**config.mk**
```make
export PLATFORM = sky130hd
export DESIGN_NAME = pipelined_adder
export DESIGN_NICKNAME = d
export VERILOG_FILES = /design/src/rtl/adder_pkg.sv /design/src/rtl/adder_slice.sv /design/src/rtl/pipelined_adder.sv
export SDC_FILE = /design/constraint.sdc
export NUM_CORES = 1
export LEC_CHECK = 0
export CORE_MARGIN = 8
export CORE_UTILIZATION = 45
export DETAILED_ROUTE_END_ITERATION = 16
export PLACE_DENSITY_LB_ADDON = 0.3
export SYNTH_ARGS = -nofsm -noshare
export SYNTH_HDL_FRONTEND = slang
export SYNTH_SLANG_ARGS = --single-unit
```
**constraint.sdc**
```tcl
create_clock -name i_clk -period 10.3 [get_ports i_clk]
set_clock_uncertainty 0.1 [all_clocks]
set_input_delay 1.03 -clock i_clk [delete_from_list [all_inputs] [get_ports i_clk]]
set_output_delay 1.03 -clock i_clk [all_outputs]
set_load 0.01 [all_outputs]
```
**src/rtl/adder_pkg.sv**
```systemverilog
// Shared definitions for the pipelined adder: operation encoding,
// op-decode helpers and default widths.
package adder_pkg;

    typedef enum logic [1:0] {
        ADD_OP  = 2'b00,
        SUB_OP  = 2'b01,
        ADDW_OP = 2'b10,
        SUBW_OP = 2'b11
    } adder_op_e;

    localparam int DEFAULT_DATA_WIDTH = 64;
    localparam int DEFAULT_STAGES     = 4;
    localparam int DEFAULT_TAG_WIDTH  = 5;

    // Subtraction is a + ~b + 1, so bit 0 of the op is both "invert B" and carry-in.
    function automatic logic is_sub(input adder_op_e op);
        return op[0];
    endfunction

    // Word ops work on the low half and sign-extend it to full width.
    function automatic logic is_word(input adder_op_e op);
        return op[1];
    endfunction

endpackage

```
**src/rtl/adder_slice.sv**
```systemverilog
// Combinational WIDTH-bit adder slice with carry in and carry out.
// One slice is evaluated per pipeline stage of pipelined_adder.
module adder_slice #(
    parameter int WIDTH = 16
) (
    input  logic [WIDTH-1:0] a,
    input  logic [WIDTH-1:0] b,
    input  logic             carry_in,
    output logic [WIDTH-1:0] sum,
    output logic             carry_out
);

    logic [WIDTH:0] total;

    // One extra bit on the sum catches the carry out of the slice.
    always_comb begin
        total = {1'b0, a} + {1'b0, b} + {{WIDTH{1'b0}}, carry_in};
    end

    assign sum       = total[WIDTH-1:0];
    assign carry_out = total[WIDTH];

endmodule

```
**src/rtl/pipelined_adder.sv**
```systemverilog
// Pipelined adder/subtractor with valid/ready handshake. The operation is
// split into STAGES carry-chained slices, one slice summed per register stage.
// Optional flag logic (carry/overflow/zero) is enabled by defining the macro
// PIPELINED_ADDER_FLAGS_EN; without it the flags read 0 and no flag state exists.
module pipelined_adder
    import adder_pkg::*;
#(
    parameter int DATA_WIDTH = DEFAULT_DATA_WIDTH,
    parameter int STAGES     = DEFAULT_STAGES,
    parameter int TAG_WIDTH  = DEFAULT_TAG_WIDTH
) (
    input  logic                  i_clk,
    input  logic                  i_rst_n,
    input  logic                  i_flush,
    input  logic                  i_valid,
    output logic                  o_ready,
    input  logic [1:0]            i_op,
    input  logic [DATA_WIDTH-1:0] i_operand_a,
    input  logic [DATA_WIDTH-1:0] i_operand_b,
    input  logic [TAG_WIDTH-1:0]  i_tag,
    output logic                  o_valid,
    input  logic                  i_res_ready,
    output logic [DATA_WIDTH-1:0] o_result,
    output logic [TAG_WIDTH-1:0]  o_tag,
    output logic                  o_carry,
    output logic                  o_overflow,
    output logic                  o_zero
);

    localparam int SLICE_W = DATA_WIDTH / STAGES;
    localparam int HALF_W  = DATA_WIDTH / 2;
    localparam int LAST    = STAGES - 1;

    if ((DATA_WIDTH % STAGES) != 0 || (DATA_WIDTH % 2) != 0) begin : g_bad_params
        $error("pipelined_adder: DATA_WIDTH must be even and divisible by STAGES");
    end

    // Slice-k input view: either the raw operation (k=0) or stage register k-1.
    logic [DATA_WIDTH-1:0] in_a     [STAGES];
    logic [DATA_WIDTH-1:0] in_b     [STAGES];
    logic [DATA_WIDTH-1:0] in_sum   [STAGES];
    logic                  in_carry [STAGES];
    adder_op_e             in_op    [STAGES];
    logic [TAG_WIDTH-1:0]  in_tag   [STAGES];

    logic [SLICE_W-1:0]    slice_sum  [STAGES];
    logic                  slice_cout [STAGES];

    // Stage register k holds the result of slices 0..k.
    logic                  valid_d [STAGES], valid_q [STAGES];
    logic [DATA_WIDTH-1:0] a_d     [STAGES], a_q     [STAGES];
    logic [DATA_WIDTH-1:0] b_d     [STAGES], b_q     [STAGES];
    logic [DATA_WIDTH-1:0] sum_d   [STAGES], sum_q   [STAGES];
    logic                  carry_d [STAGES], carry_q [STAGES];
    adder_op_e             op_d    [STAGES], op_q    [STAGES];
    logic [TAG_WIDTH-1:0]  tag_d   [STAGES], tag_q   [STAGES];

`ifdef PIPELINED_ADDER_FLAGS_EN
    // Carries into the bits that define the flags, captured once the slice
    // holding each bit has been summed: [0] into bit DATA_WIDTH-1,
    // [1] into bit HALF_W-1, [2] into bit HALF_W (the word carry out).
    localparam int CB_TOP = 0;
    localparam int CB_WLO = 1;
    localparam int CB_WHI = 2;
    logic [2:0] in_cbits [STAGES];
    logic [2:0] cbits_d  [STAGES], cbits_q [STAGES];
`endif

    logic      en;
    adder_op_e op_in;
    logic      sub_in;

    assign en      = ~valid_q[LAST] | i_res_ready;
    assign o_ready = en;
    assign op_in   = adder_op_e'(i_op);
    assign sub_in  = is_sub(op_in);

    for (genvar k = 0; k < STAGES; k++) begin : g_stage
        if (k == 0) begin : g_head
            assign in_a[0]     = i_operand_a;
            assign in_b[0]     = sub_in ? ~i_operand_b : i_operand_b;
            assign in_sum[0]   = '0;
            assign in_carry[0] = sub_in;
            assign in_op[0]    = op_in;
            assign in_tag[0]   = i_tag;
`ifdef PIPELINED_ADDER_FLAGS_EN
            assign in_cbits[0] = '0;
`endif
        end else begin : g_link
            assign in_a[k]     = a_q[k-1];
            assign in_b[k]     = b_q[k-1];
            assign in_sum[k]   = sum_q[k-1];
            assign in_carry[k] = carry_q[k-1];
            assign in_op[k]    = op_q[k-1];
            assign in_tag[k]   = tag_q[k-1];
`ifdef PIPELINED_ADDER_FLAGS_EN
            assign in_cbits[k] = cbits_q[k-1];
`endif
        end

        adder_slice #(.WIDTH(SLICE_W)) u_slice (
            .a         (in_a[k][k*SLICE_W +: SLICE_W]),
            .b         (in_b[k][k*SLICE_W +: SLICE_W]),
            .carry_in  (in_carry[k]),
            .sum       (slice_sum[k]),
            .carry_out (slice_cout[k])
        );
    end

    // Next-state of every stage: merge the new slice sum, or hold everything on stall.
    always_comb begin
        for (int k = 0; k < STAGES; k++) begin
            sum_d[k] = in_sum[k];
            sum_d[k][k*SLICE_W +: SLICE_W] = slice_sum[k];
            a_d[k]     = in_a[k];
            b_d[k]     = in_b[k];
            carry_d[k] = slice_cout[k];
            op_d[k]    = in_op[k];
            tag_d[k]   = in_tag[k];
`ifdef PIPELINED_ADDER_FLAGS_EN
            cbits_d[k] = in_cbits[k];
            if ((DATA_WIDTH - 1) / SLICE_W == k) begin
                cbits_d[k][CB_TOP] = sum_d[k][DATA_WIDTH-1] ^ in_a[k][DATA_WIDTH-1]
                                   ^ in_b[k][DATA_WIDTH-1];
            end
            if ((HALF_W - 1) / SLICE_W == k) begin
                cbits_d[k][CB_WLO] = sum_d[k][HALF_W-1] ^ in_a[k][HALF_W-1] ^ in_b[k][HALF_W-1];
            end
            if (HALF_W / SLICE_W == k) begin
                cbits_d[k][CB_WHI] = sum_d[k][HALF_W] ^ in_a[k][HALF_W] ^ in_b[k][HALF_W];
            end
`endif
        end
        if (!en) begin
            sum_d   = sum_q;
            a_d     = a_q;
            b_d     = b_q;
            carry_d = carry_q;
            op_d    = op_q;
            tag_d   = tag_q;
`ifdef PIPELINED_ADDER_FLAGS_EN
            cbits_d = cbits_q;
`endif
        end
    end

    // Valid bits: flush wins over everything, then advance on en, else hold.
    always_comb begin
        for (int k = 0; k < STAGES; k++) begin
            valid_d[k] = valid_q[k];
        end
        if (i_flush) begin
            for (int k = 0; k < STAGES; k++) begin
                valid_d[k] = 1'b0;
            end
        end else if (en) begin
            valid_d[0] = i_valid;
            for (int k = 1; k < STAGES; k++) begin
                valid_d[k] = valid_q[k-1];
            end
        end
    end

    // Only the valid bits need reset; data is gated at the outputs.
    always_ff @(posedge i_clk or negedge i_rst_n) begin
        if (!i_rst_n) begin
            for (int k = 0; k < STAGES; k++) begin
                valid_q[k] <= 1'b0;
            end
        end else begin
            valid_q <= valid_d;
        end
    end

    // Data path registers, unreset.
    always_ff @(posedge i_clk) begin
        a_q     <= a_d;
        b_q     <= b_d;
        sum_q   <= sum_d;
        carry_q <= carry_d;
        op_q    <= op_d;
        tag_q   <= tag_d;
`ifdef PIPELINED_ADDER_FLAGS_EN
        cbits_q <= cbits_d;
`endif
    end

    // Result and tag from the last stage, forced to zero when nothing is valid.
    always_comb begin
        o_valid  = valid_q[LAST];
        o_result = '0;
        o_tag    = '0;
        if (valid_q[LAST]) begin
            o_tag = tag_q[LAST];
            if (is_word(op_q[LAST])) begin
                o_result = {{HALF_W{sum_q[LAST][HALF_W-1]}}, sum_q[LAST][HALF_W-1:0]};
            end else begin
                o_result = sum_q[LAST];
            end
        end
    end

`ifdef PIPELINED_ADDER_FLAGS_EN
    // Flags at the effective width of the operation held in the last stage.
    always_comb begin
        o_carry    = 1'b0;
        o_overflow = 1'b0;
        o_zero     = 1'b0;
        if (valid_q[LAST]) begin
            if (is_word(op_q[LAST])) begin
                o_carry    = cbits_q[LAST][CB_WHI];
                o_overflow = cbits_q[LAST][CB_WLO] ^ cbits_q[LAST][CB_WHI];
                o_zero     = (sum_q[LAST][HALF_W-1:0] == '0);
            end else begin
                o_carry    = carry_q[LAST];
                o_overflow = cbits_q[LAST][CB_TOP] ^ carry_q[LAST];
                o_zero     = (sum_q[LAST] == '0);
            end
        end
    end
`else
    assign o_carry    = 1'b0;
    assign o_overflow = 1'b0;
    assign o_zero     = 1'b0;
`endif

endmodule
```
==> impl_results.md <==
- GPL Wtd Cong: 0.845
- GRT overflow: 0
- R2R cell count: 4
- Skew-Pair Late Insertion Delay: 0.52 ns
- Hold wc startpoint: a_q[246]
- Combinational fraction of design power: 0.113
- Core Area: 34500 um2
- Routed vias: 8275
- # nets final: 1404
- Final-report hold violation count: 0
- CP Max Fanout: 33
- Most common cell after layout, fill and taps aside: edfxtp_1
- Setup Slack @ Placement: 5.84 ns
- Largest family of logic cells by synthesized area: compound AO/OA/AOI/OAI gates
- Lkg Pwr: 7.32 nW
- Switching Fraction: 0.214
- Fin. max-slew vios: 0
- Critical Path RT: 9.17 ns
- Die width: 203 um
- Max_cap viols: 0
- H-tree levels: 2
- Post-synthesis instance area: 15700 um2
- Cts bufs inserted: 40
- DR vias/cell: 4.93
- Ant diodes: 0
- # port buffers: 210
- Final setup fails: 0
- Largest net degree at the start of global routing: 97
- Die height: 203 um
- EDFF count, synth: 379
- FP Rows: 68
- Peak VDD IR: 0.111 mV
- DR WL/cell: 16.6 um
- Filler cells: 2743
- Sequential cell fraction of total power: 0.547
- Synthesis-stage register bit count: 383
- Initial antenna violation count: 4
- Pint: 0.00309 W
- WHS Path Cells: 0
- Sw Pwr: 0.000843 W
- Number of global-route vias before repair: 8405
- Final WS setup: 5.85 ns
- Multiplexer area fraction after synthesis: 0.00318
- Clock Sink Count: 383
- Clock Pin Slew Worst Setup and Hold Paths: 0.06 ns
- Post-synthesis xor/xnor area fraction: 0.0606
- RR Endpoint: a_q[166]
- Post-CTS sizing: 0
- Crit. End Element: output pin
- HPWL after detailed placement: 19500 um
- R2R setup slack: 6.34 ns
- Starting Density: 0.456
- Pwr/cell area: 201 nW/um2
- Total die area: 41200 um2
- TritonCTS clock tree: yes
- Post-route antenna net violation count: 0
- HP Class: flop to flop
- Worst-Margin Slew: 1.13 ns
- DR iter-0 viols: 414
- Pre-antenna DRT Iters: 5
- YS warnings: 0
- Overall routed net length: 27900 um
- FF-to-FF Start: o_valid
- Share of cells above drive strength 1: 0.0572
- Most frequent cells in the layout: edfxtp_1, clkdlybuf4s50_1, xor2_1
- Clk buf depth: 3
- Setup TNS: 0 ns
- Critical path startpoint category: flop
- Ys flop type: edfxtp_1
- Syn-to-layout area delta: 24.3%
- Hold Buf Count CTS: 0
- Clock Tree Root: clkbuf_16
- Fmax: 225 MHz
- Post-synthesis sequential area ratio: 0.729
- Gr usage total: 0.134
- Period utilization: 0.432
- Outcome: finished, final reports clean
- PnR Total Power: 0.00393 W
- Syn avg cell area: 16.3 um2
- Post-Synth Simple-Gate Area: 0.0610
- WS Path Type: flop to output pin
- Synth cell types: 61
- CP startpoint: op_q[1]
- Unrepaired setup endpoints after global routing: no
- Cells after Synth: 968
- Drt drc: 0
- Slew headroom: 0.248
- Worst Hold End: a_q[182]
- Synth Area in Compound Gates: 0.0777
- First-pass GRT wire length: 44100 um
- Worst Path Arrival: 3.32 ns
- Ys async rst share: 0.0104
- Adder-cell area share of the yosys netlist: 0.0558
- Num ports: 214
- Minimum clock period: 4.45 ns
- Clk pwr share: 0.340
- Post-CTS Setup Inserts: 0
## synth_stat cells (11+ instances only)
| master | count | area (um2) |
|---|---|---|
| and2_1 | 37 | 231 |
| nand2b_1 | 41 | 257 |
| o21ai_0 | 28 | 140 |
| o21a_1 | 11 | 82.6 |
| nor2_1 | 41 | 154 |
| xor2_1 | 79 | 692 |
| xnor2_1 | 30 | 263 |
| edfxtp_1 | 379 | 11400 |
| clkbuf_1 | 19 | 71.3 |
| a21oi_1 | 33 | 165 |
| a21o_1 | 24 | 180 |
| nand2_1 | 18 | 67.6 |
| a21boi_0 | 33 | 248 |
| inv_1 | 19 | 71.3 |
| ha_1 | 59 | 738 |
## state kept, by name, summed over array words and instances, names as in the netlist
signal,flops
in_sum,96
b_q,96
a_q,96
valid_q,3
in_op,3
op_q,1
o_valid,1
sum_q,64
in_tag,15
tag_q,5
carry_q,3
## worst max path at each step
stage / end / slack [ns] / cells after the start
3_3_place_gp: b_q[172] / 5.92 / 5
6_report: o_result[60] / 5.85 / 3
2_1_floorplan: o_ready / 0.60 / 3
4_1_cts: o_result[60] / 5.69 / 3
5_1_grt: o_result[32] / 5.44 / 3
3_5_place_dp: in_sum[81] / 5.84 / 5
## cell families (layout without fill, tap and decap cells)
| group | Yosys count | count (layout) |
|---|---|---|
| compound gates | 179 | 179 |
| xor+xnor | 109 | 109 |
| fa+ha+maj | 66 | 66 |
| buf+inv | 48 | 301 |
| flops | 383 | 383 |
| mux | 5 | 5 |
| other cells | 1 | 3 |
| simple gates | 177 | 177 |
## power groups by stage
stage                     Combinational, W  Sequential [W]  Clock, W
final                             0.000444         0.00215   0.00134
after floorplan                   0.000304         0.00216         0
after detailed placement          0.000445         0.00219         0
after CTS                         0.000448         0.00216   0.00138
after global routing              0.000498         0.00218   0.00144
after global placement            0.000434         0.00217         0
## metal layers
| metal | track usage | up-vias | routed length, um |
|---|---|---|---|
| li1 | - | 4103 | - |
| met1 | 0.156 | 3933 | 11300 |
| met2 | 0.228 | 169 | 13800 |
| met3 | 0.0465 | 62 | 1910 |
| met4 | 0.0469 | 8 | 763 |
| met5 | 0 | - | 55 |
## worst max-delay path, stage by stage, from the launching register on
cell	delay, ns
edfxtp_1	0.91
nand2_1	0.84
a21boi_0	0.44
clkdlybuf4s50_1	0.60
## cell type report
cell class                 count  area [um2]  share of cell area
inverter                      19        78.8             0.00403
multi-input combinational    539        4080               0.208
clock buffer                  48        1050              0.0538
sequential                   383       11500               0.587
timing repair buffer         215        2140               0.109
clock inverter                19         166             0.00851
tap                          455         569              0.0291
## through the flow
step	util	hold WS (ns)	cell area (um2)	std cells
floorplan	-	0.300	15800	970
global placement	0.531	0.301	18300	1611
detailed placement	0.531	0.305	18300	1611
CTS	0.566	0.309	19600	1678
global route	0.566	0.315	19600	1678
finish	0.566	0.312	19600	1678
(Power assumes the default switching activity.)
